$ cat src/rtl/alu_pkg.sv
// Shared constants for the add/sub datapath.
// Word width and the two saturation clamp values.
package alu_pkg;

  localparam int WORD_W = 16;

  localparam logic [WORD_W-1:0] SAT_POS = 16'h7FFF;
  localparam logic [WORD_W-1:0] SAT_NEG = 16'h8000;

endpackage

$ cat src/rtl/cla_4bit.sv
// 4-bit carry-lookahead slice.
// Ports: a_i/b_i/cin_i in; s_o sum, cout_o, pg_o/gg_o group prop/gen.
module cla_4bit (
  input  logic [3:0] a_i,
  input  logic [3:0] b_i,
  input  logic       cin_i,
  output logic [3:0] s_o,
  output logic       cout_o,
  output logic       pg_o,
  output logic       gg_o
);

  logic [3:0] p;
  logic [3:0] g;
  logic [4:0] c;

  assign p = a_i ^ b_i;
  assign g = a_i & b_i;

  assign c[0] = cin_i;
  assign c[1] = g[0] | (p[0] & c[0]);
  assign c[2] = g[1] | (p[1] & g[0])
              | (&p[1:0] & c[0]);
  assign c[3] = g[2] | (p[2] & g[1])
              | (&p[2:1] & g[0])
              | (&p[2:0] & c[0]);

  assign gg_o = g[3] | (p[3] & g[2])
              | (&p[3:2] & g[1])
              | (&p[3:1] & g[0]);
  assign pg_o = &p;
  assign c[4] = gg_o | (pg_o & c[0]);

  assign s_o    = p ^ c[3:0];
  assign cout_o = c[4];

endmodule

$ cat src/rtl/addsub_16bit.sv
// Registered 16-bit saturating adder/subtractor.
// Ports: clk, rst (sync, high), A/B/Sub in; Sum/Ovf registered out.
module addsub_16bit
  import alu_pkg::*;
(
  input  logic              clk,
  input  logic              rst,
  input  logic [WORD_W-1:0] A,
  input  logic [WORD_W-1:0] B,
  input  logic              Sub,
  output logic [WORD_W-1:0] Sum,
  output logic              Ovf
);

  logic [WORD_W-1:0] bx;
  logic [WORD_W-1:0] r;
  logic [4:0]        c;
  logic [3:0]        pg;
  logic [3:0]        gg;
  logic [3:0]        cout_unused;
  logic              c14;
  logic              c15;
  logic              v;
  logic [WORD_W-1:0] sum_d;
  logic [WORD_W-1:0] sum_q;
  logic              ovf_d;
  logic              ovf_q;

  // Subtraction as A + ~B + 1; the +1 enters as carry-in.
  assign bx   = Sub ? ~B : B;
  assign c[0] = Sub;

  for (genvar i = 0; i < 4; i++) begin : g_slice
    cla_4bit u_cla (
      .a_i   (A[4*i +: 4]),
      .b_i   (bx[4*i +: 4]),
      .cin_i (c[i]),
      .s_o   (r[4*i +: 4]),
      .cout_o(cout_unused[i]),
      .pg_o  (pg[i]),
      .gg_o  (gg[i])
    );
    assign c[i+1] = gg[i] | (pg[i] & c[i]);
  end

  // Carry into the sign bit recovered from its sum bit.
  assign c14 = r[15] ^ A[15] ^ bx[15];
  assign c15 = c[4];
  assign v   = c14 ^ c15;

  always_comb begin
    sum_d = r;
    ovf_d = v;
    if (v) begin
      sum_d = A[15] ? SAT_NEG : SAT_POS;
    end
  end

  always_ff @(posedge clk) begin
    if (rst) begin
      sum_q <= '0;
      ovf_q <= 1'b0;
    end else begin
      sum_q <= sum_d;
      ovf_q <= ovf_d;
    end
  end

  assign Sum = sum_q;
  assign Ovf = ovf_q;

endmodule

$ cat config.mk
export PLATFORM = sky130hd
export DESIGN_NAME = addsub_16bit
export DESIGN_NICKNAME = d
export VERILOG_FILES = /design/src/rtl/alu_pkg.sv /design/src/rtl/cla_4bit.sv /design/src/rtl/addsub_16bit.sv
export SDC_FILE = /design/constraint.sdc
export NUM_CORES = 1
export LEC_CHECK = 0
export ABC_AREA = 0
export BUFFER_PORTS_ARGS = -buffer_cell sky130_fd_sc_hd__buf_2
export CAP_MARGIN = 20
export CORE_ASPECT_RATIO = 0.75
export CORE_MARGIN = 5
export CORE_UTILIZATION = 55
export CTS_BUF_LIST = sky130_fd_sc_hd__clkbuf_16
export DETAILED_ROUTE_END_ITERATION = 10
export PLACE_DENSITY = 0.88
export SLEW_MARGIN = 10
export SYNTH_ARGS = -nofsm -noshare
export SYNTH_HDL_FRONTEND = slang
export SYNTH_HIERARCHICAL = 1
export SYNTH_SLANG_ARGS = --single-unit
export TNS_END_PERCENT = 30
$ cat constraint.sdc
create_clock -name clk -period 9.85 [get_ports clk]
set_clock_uncertainty 0.2 [all_clocks]
set_input_delay 0.4925 -clock clk [delete_from_list [all_inputs] [get_ports clk]]
set_output_delay 0.4925 -clock clk [all_outputs]
set_load 0.1 [all_outputs]
==> metrics <==
status finished, final reports clean; P_sw between 0.3 and 0.4 mW; CP max FO 21; row count 18; Post-CTS Setup Inserts 0; Global Route Usage Sum between 15 and 20%; 1st-iter DRT viols about 250; Clk pwr share between 10% and 20%; TritonCTS buffer count 3; hold path startpoint rst; Resize count post-CTS 0; Initial Util 56.2%; worst hold stages 2; Post-Synthesis Cells a little under 200; syn_nets roughly 250; fraction of layout cells with a size suffix above 1 between 30% and 40%; DP HPWL 3200 µm; VDD IR max ~0.00014 V; clk root buf clkbuf_16; largest net degree at the start of global routing 22; WP data required 9.81 ns; final-report hold violation count 0; Vias roughly 1700; Clk pin slew, worst setup/hold paths roughly 0.05 ns; Pint 0.241 mW; GR Overflow Total 0; design area between 0.002 and 0.0025 mm²; minimum clock period between 4 and 5 ns; combinational power share around 69%; f_max 207 MHz; RePlAce Congestion approximately 0.91; CORE AREA about 0.0032 mm²; sequential power share between 15 and 20%; TritonCTS clock tree done; Syn Area/Cell 9.21 µm²; Die X-Extent about 76 µm; max_cap viols 0; first-pass GRT wire length ~7000 µm; Slew Viols, Final 0; Least-Margin Pin Slew approximately 0.86 ns; PD cells ~270 mW/mm²; Critical Path Start Sub; Syn Std Cell Area ~0.0018 mm²; Startpoint Class input port; placed inst area ~0.0021 mm²; H-tree levels 1; Max Root-Sink Buffers 2; relative slew slack a little over two fifths; Setup Viol. Count Final 0; number of diodes 0; nature of the critical path endpoint flop; CTS Hold Buffers Added 0; Layout area overhead 17.3%; DR WL/cell roughly 15 µm; initial antenna violation count 0; TritonCTS Sinks 17; die area about 0.0046 mm²; 1st-pass router iterations 4; number of global-route vias before repair 1435; # DRC 0; total routed wirelength about 4100 µm; Total Neg Setup Slack 0 ns; worst min-delay path class input port to flop; Lkg Pwr about 1 nW; Final period util between 40% and 50%; RSZ-0062 raised after global routing false; Crit Path Class input port to flop; post-route ant nets 0; number of nets in the layout between 200 and 300; via-per-instance ratio between 5 and 6; I/O Pins 52; Die Y roughly 60 µm; Hold Path End Ovf; Ys Warns 6; Port Buf Inserts between 50 and 60; Net Sw Frac between 50% and 60%; Arr. time, crit path between 4 and 5 ns
flip-flops by register name (all words and copies together) (netlist names):
| signal | count |
|---|---|
| Ovf | 1 |
| Sum | 16 |
cells in the final DEF (no fill, tap or decap), drive strengths merged:
cell / count
a21o: 12
a21oi: 10
and2: 1
and3: 1
and4: 4
buf: 51
clkbuf: 3
clkinv: 1
dfxtp: 17
fa: 4
ha: 16
nand2: 20
nand3: 9
nand4: 22
nor2: 2
nor2b: 17
o2111ai: 16
o211ai: 2
o21a: 1
o21ai: 2
or2: 1
xnor2: 6
xor2: 25
stage by stage:
| step | power [mW] | hold slack, ns | std cells | setup slack (ns) | util, % |
|---|---|---|---|---|---|
| floorplan | 0.449 | 0.525 | 198 | 5.55 | - |
| global placement | 0.498 | 0.721 | 279 | 4.94 | 63.5 |
| detailed placement | 0.505 | 0.750 | 279 | 4.78 | 63.5 |
| CTS | 0.586 | 0.492 | 283 | 5.04 | 65.9 |
| global route | 0.615 | 0.508 | 283 | 4.67 | 65.9 |
| finish | 0.584 | 0.493 | 283 | 5.02 | 65.9 |
how the worst max path moves through the flow:
stage                     depth (start not counted)       to
final                                            16   Sum[8]
after global routing                             16   Sum[4]
after CTS                                        16   Sum[4]
after detailed placement                         16   Sum[4]
after global placement                           16   Sum[4]
after floorplan                                  18  Sum[10]
metal layers:
| layer | share of wire [%] | vias to the layer above | track usage (%) |
|---|---|---|---|
| li1 | - | 839 | - |
| met1 | 47 | 772 | 27.5 |
| met2 | 44 | 62 | 26.0 |
| met3 | 6.9 | 4 | 2.86 |
| met4 | 1.3 | 0 | 7.23 |
| met5 | 0 | - | 0 |
power by group through the flow:
stage               clock [mW]  combinational (mW)  sequential (mW)
finish                  0.0793               0.403            0.101
global route            0.0843               0.427            0.104
CTS                     0.0808               0.403            0.102
detailed placement           0               0.402            0.103
global placement             0               0.396            0.102
floorplan                    0               0.147            0.302
worst max-delay path, stage by stage:
cell and delay, ns:
buf_2 0.47, xor2_1 0.16, ha_1 0.38, a21oi_2 0.21, nand2_1 0.08, a21o_1 0.17, a21o_1 0.18, or2_2 0.33
a21o_1 0.23, nand4_1 0.11, nand3_2 0.09, xor2_1 0.26, xnor2_2 0.18, xnor2_2 0.65, nand4_2 0.51, o2111ai_1 0.28
cell type report:
type / count / area [µm²]
multi-input combinational: 171 / 1410
tap: 40 / 50.0
sequential: 17 / 340
fill: 272 / 1100
clock buffer: 3 / 75.1
timing repair buffer: 51 / 255
clock inverter: 1 / 5.00
Power figures use the tool's default switching activity.
